`config.mk`:
```
export PLATFORM = sky130hd
export DESIGN_NAME = llc_update_way
export DESIGN_NICKNAME = d
export VERILOG_FILES = /design/src/rtl/llc_update_way_pkg.sv /design/src/rtl/llc_update_way.sv
export SDC_FILE = /design/constraint.sdc
export NUM_CORES = 1
export LEC_CHECK = 0
export ABC_AREA = 1
export ABC_CLOCK_PERIOD_IN_PS = 1900
export BUFFER_PORTS_ARGS = -buffer_cell sky130_fd_sc_hd__buf_4
export CORE_ASPECT_RATIO = 1.5
export CORE_UTILIZATION = 45
export CTS_CLUSTER_DIAMETER = 60
export DETAILED_ROUTE_END_ITERATION = 16
export GPL_TIMING_DRIVEN = 0
export PLACE_DENSITY = 0.87
export REMOVE_ABC_BUFFERS = 1
export SYNTH_ARGS = -nofsm -noshare
export SYNTH_HDL_FRONTEND = slang
export SYNTH_SLANG_ARGS = --single-unit
```
`constraint.sdc`:
```
create_clock -name clk -period 1.9 [get_ports clk]
set_clock_uncertainty 0.05 [all_clocks]
set_input_delay 0.19 -clock clk [delete_from_list [all_inputs] [get_ports clk]]
set_output_delay 0.19 -clock clk [all_outputs]
set_load 0.02 [all_outputs]
```
`src/rtl/llc_update_way_pkg.sv`:
```
// Shared LLC cache types and constants used by the update-way engine.
// Also defines the three-state FSM encoding for the engine.
package llc_update_way_pkg;

   localparam int LLC_SET_BITS   = 8;
   localparam int LLC_WAYS       = 8;
   localparam int LLC_WAY_BITS   = $clog2(LLC_WAYS);
   localparam int LLC_TAG_BITS   = 12;
   localparam int LLC_STATE_BITS = 2;

   typedef logic [LLC_SET_BITS-1:0]   llc_set_t;
   typedef logic [LLC_WAY_BITS-1:0]   llc_way_t;
   typedef logic [LLC_TAG_BITS-1:0]   llc_tag_t;
   typedef logic [LLC_STATE_BITS-1:0] llc_state_t;

   localparam llc_state_t INVALID = 2'd0;
   localparam llc_state_t VALID   = 2'd1;
   localparam llc_state_t SD      = 2'd2;

   typedef enum logic [1:0] {
      IDLE   = 2'd0,
      UPDATE = 2'd1,
      MEM_WR = 2'd2
   } upd_fsm_t;

endpackage

```
`src/rtl/llc_update_way.sv`:
```
// Drains the LLC update FIFO: writes tag/state buffers, advances the eviction
// way on evictions, then writes the tag/state SRAM through a ready/valid channel.
module llc_update_way
   import llc_update_way_pkg::*;
(
   input  logic       clk,
   input  logic       rst,
   input  logic       fifo_empty_update,
   output logic       fifo_pop_update,
   input  llc_set_t   upd_set,
   input  llc_way_t   upd_way,
   input  logic       upd_evict,
   input  llc_tag_t   upd_tag,
   input  llc_state_t upd_state,
   output logic       wr_en_bufs,
   output llc_way_t   wr_way,
   output llc_tag_t   wr_tag,
   output llc_state_t wr_state,
   output logic       wr_en_evict_way,
   output llc_way_t   evict_way_wr,
   output logic       mem_wr_valid,
   input  logic       mem_wr_ready,
   output llc_set_t   mem_wr_set,
   output llc_way_t   mem_wr_way,
   output llc_tag_t   mem_wr_tag,
   output llc_state_t mem_wr_state,
   output logic       update_done,
   output logic       busy
);

   upd_fsm_t   r_state;
   upd_fsm_t   w_next_state;
   llc_set_t   r_set;
   llc_way_t   r_way;
   logic       r_evict;
   llc_tag_t   r_tag;
   llc_state_t r_upd_state;
   logic       w_pop;
   llc_way_t   w_evict_way;

   // The FSM rests in IDLE during reset, so the pop is also gated by rst to keep it low then.
   assign w_pop = (r_state == IDLE) && !fifo_empty_update && rst;

   assign w_evict_way = (r_way == LLC_WAY_BITS'(LLC_WAYS - 1)) ? '0 : (r_way + LLC_WAY_BITS'(1));

   // FSM state register
   always_ff @(posedge clk or negedge rst) begin
      if (!rst) begin
         r_state <= IDLE;
      end else begin
         r_state <= w_next_state;
      end
   end

   // Next-state decode
   always_comb begin
      w_next_state = r_state;
      case (r_state)
         IDLE: begin
            if (w_pop) w_next_state = UPDATE;
            else       w_next_state = IDLE;
         end
         UPDATE: w_next_state = MEM_WR;
         MEM_WR: begin
            if (mem_wr_ready) w_next_state = IDLE;
            else              w_next_state = MEM_WR;
         end
         default: w_next_state = IDLE;
      endcase
   end

   // Capture the FIFO head on pop; held for the whole update
   always_ff @(posedge clk or negedge rst) begin
      if (!rst) begin
         r_set       <= '0;
         r_way       <= '0;
         r_evict     <= 1'b0;
         r_tag       <= '0;
         r_upd_state <= INVALID;
      end else if (w_pop) begin
         r_set       <= upd_set;
         r_way       <= upd_way;
         r_evict     <= upd_evict;
         r_tag       <= upd_tag;
         r_upd_state <= upd_state;
      end else begin
         r_set       <= r_set;
         r_way       <= r_way;
         r_evict     <= r_evict;
         r_tag       <= r_tag;
         r_upd_state <= r_upd_state;
      end
   end

   // Output decode from state; fields are zero outside their strobe phase
   always_comb begin
      fifo_pop_update = w_pop;
      wr_en_bufs      = 1'b0;
      wr_way          = '0;
      wr_tag          = '0;
      wr_state        = INVALID;
      wr_en_evict_way = 1'b0;
      evict_way_wr    = '0;
      mem_wr_valid    = 1'b0;
      mem_wr_set      = '0;
      mem_wr_way      = '0;
      mem_wr_tag      = '0;
      mem_wr_state    = INVALID;
      update_done     = 1'b0;
      busy            = 1'b0;
      case (r_state)
         IDLE: begin
            busy = 1'b0;
         end
         UPDATE: begin
            busy       = 1'b1;
            wr_en_bufs = 1'b1;
            wr_way     = r_way;
            wr_tag     = r_tag;
            wr_state   = r_upd_state;
            if (r_evict) begin
               wr_en_evict_way = 1'b1;
               evict_way_wr    = w_evict_way;
            end else begin
               wr_en_evict_way = 1'b0;
               evict_way_wr    = '0;
            end
         end
         MEM_WR: begin
            busy         = 1'b1;
            mem_wr_valid = 1'b1;
            mem_wr_set   = r_set;
            mem_wr_way   = r_way;
            mem_wr_tag   = r_tag;
            mem_wr_state = r_upd_state;
            update_done  = mem_wr_ready;
         end
         default: begin
            busy = 1'b0;
         end
      endcase
   end

endmodule

```
==> summary.md <==
| Metric | Value |
|---|---|
| Layout cells sized above 1 | 0.335 |
| Inserted Clock Buffers | 3 |
| Total number of placement rows | 26 |
| Placeable core region | 3420 um^2 |
| Clock insertion delay at the later pin of the skew report | 0.27 ns |
| Die Ht | 75.7 um |
| Wire length of the first global-routing pass | 6380 um |
| Seq cells post-synth | 28 |
| Sum of negative setup slack | 0 ns |
| Worst-Margin Slew | 0.512 ns |
| Post-route clock period utilization | 0.923 |
| Critical path class | flop to output pin |
| Total global-route track usage | 0.219 |
| Share of synthesized area occupied by flip-flops and latches | 0.430 |
| DP HPWL | 2680 um |
| Fin cells | 352 |
| Cell Area, Synth | 1630 um^2 |
| Layout area overhead | 48.8% |
| Post-route DRC | 0 |
| Final hold vios | 0 |
| Number of global-route vias before repair | 1446 |
| Buffer levels on the longest clock path | 2 |
| Clock transition at the registers of the reported paths | 0.09 ns |
| Pin count of the biggest net entering global routing | 30 |
| Total global routing overflow | 0 |
| Placed cells | 336 |
| Number of routed nets with antenna violations | 0 |
| Type of destination of the critical path | output pin |
| Post-detailed-route via-to-cell ratio | 4.87 |
| ANT cells | 0 |
| Critical path peak fanout | 15 |
| Detailed Route Iter0 Violations | 32 |
| Peak VDD IR | 0.485 mV |
| Startpoint class of the critical path | flop |
| Fmax | 0.570 GHz |
| Standby leakage power | 1.64 nW |
| Root Buffer Master | clkbuf_8 |
| Setup repair after global routing missed its margin | false |
| Number of input and output port buffers inserted | 80 |
| Num Clock Sinks | 28 |
| Final core area utilization | 0.710 |
| Net count of the finished layout | 347 |
| Average instance area after synthesis | 7.11 um^2 |
| Slew margin rel. | 0.658 |
| Boundary pin count | 81 |
| Routed wire per std cell | 13.2 um |
| Routed via count | 1715 |
| Minimum clock period after layout | 1.75 ns |
| Number of antenna violations at the first check in global routing | 0 |
| Post-synthesis cell type count | 15 |
| Power density of the placed cells | 859 nW/um^2 |
| Die X-Extent | 51.1 um |
| TritonCTS clock tree | done |
| Critical Path AT | 1.51 ns |
| R2R depth | 6 |
| Result of the run | finished, final reports clean |
| Worst hold margin | 0.0672 ns |
| RD Place Congestion | 0.757 |
| Die area | 3870 um^2 |
| Length of the first detailed-routing pass in iterations | 4 |
| Cells after Synth | 229 |
| Overall power after layout | 2.08 mW |
| Total number of yosys warnings | 0 |
| Initial core utilization | 0.477 |
| Slew Limit Fails | 0 |
| Count of maximum capacitance violations | 0 |
| H-tree depth reported by CTS | 1 |
| Wire length reported by the detailed router | 4640 um |
| Classification of the worst-slack hold path | input port to asynchronous set/reset pin |
| Required time worst endpoint | 1.66 ns |
| Final setup violation count | 0 |
## cells in the mapped netlist
cell type	count	area [um^2]
buf_2	11	55.1
buf_4	2	15.0
buf_6	2	22.5
dfrtp_1	28	701
ha_1	6	75.1
inv_1	50	188
inv_2	1	3.75
nand2_1	96	360
nand3_1	1	5.00
nand3_4	1	17.5
nand4_1	26	163
nor2_1	2	7.51
nor2_2	1	6.26
nor3_1	1	5.00
o21ai_0	1	5.00
## kinds of logic after synthesis
kind of cell	share of synthesized area
AO/OA/AOI/OAI	0.00307
adder cells (fa/ha/maj)	0.0461
buffers and inverters	0.174
flip-flops	0.430
AND/OR/NAND/NOR	0.346
## through the flow
stage | setup slack (ns) | cell area (um^2)
after floorplan | -0.0255 | 1540
after global placement | -0.407 | 2190
after detailed placement | -0.442 | 2190
after CTS | -0.115 | 2310
after global routing | 0.0512 | 2420
final | 0.146 | 2420
## worst max-delay path, stage by stage, from the launching register on
cell and delay (ns):
dfrtp_1 0.45, inv_2 0.13, ha_4 0.17, buf_4 0.20, nand2_1 0.08, inv_1 0.07, buf_4 0.13
## cell usage in the layout (no fill, tap or decap)
| cell type | Yosys | layout |
|---|---|---|
| buf_4 | 2 | 87 |
| nand3_4 | 1 | 1 |
| inv_2 | 1 | 3 |
| inv_1 | 50 | 48 |
| buf_6 | 2 | 2 |
| ha_1 | 6 | 3 |
| dfrtp_1 | 28 | 28 |
| nor2_1 | 2 | 2 |
| nand2_1 | 96 | 96 |
| clkbuf_8 | 0 | 3 |
| bufinv_16 | 0 | 1 |
| buf_12 | 0 | 2 |
| nand4_1 | 26 | 26 |
| nand3_2 | 0 | 1 |
| o21ai_0 | 1 | 1 |
| ha_4 | 0 | 3 |
| nor3_1 | 1 | 1 |
| nand3_1 | 1 | 1 |
| nor2_2 | 1 | 1 |
## layout make-up
cell class | instances | area [um^2]
clock buffer | 3 | 41.3
clock inverter | 1 | 30.0
fill | 275 | 992
inverter | 51 | 191
multi-input combinational | 136 | 692
sequential | 28 | 701
tap | 42 | 52.6
timing repair buffer | 91 | 716
## layer usage
metal | wire (um) | GRT usage | share of wire | up-vias
met4 | 37 | 0.0648 | 0.0080 | 0
met3 | 146 | 0.0140 | 0.031 | 4
met1 | 1760 | 0.233 | 0.38 | 807
met2 | 2700 | 0.450 | 0.58 | 46
met5 | 0 | 0 | 0 | -
li1 | - | - | - | 858
## sequential cells by signal (all words and copies together) (netlist names)
name / flops
r_way: 3
r_tag: 12
r_state: 2
r_evict: 1
r_set: 8
r_upd_state: 2
## timing repair
item                                    4_1_cts  5_1_grt
cloned                                        1        0
buffers inserted                              0       10
endpoints found under the setup margin       77       37
pin swaps                                     0        3
hold endpoints to repair                     28        0
hold buffers                                  1        0
resized for setup                             4        4
## final timing paths
path | start | end | slack, ns
max | r_state[1] | wr_state[1] | 0.15
min | rst | r_tag[1] | 0.07
max reg2reg | r_state[1] | r_way[0] | 0.32
min reg2reg | r_set[5] | r_set[5] | 0.43
max in group asynchronous | rst | r_set[4] | 1.57
min in group clk | upd_set[2] | r_set[2] | 0.11
## power breakdown
part,total (mW),internal [mW],switching (mW)
clock,0.463,0.282,0.181
combinational,0.765,0.327,0.438
sequential,0.853,0.737,0.116
(Power assumes the default switching activity.)
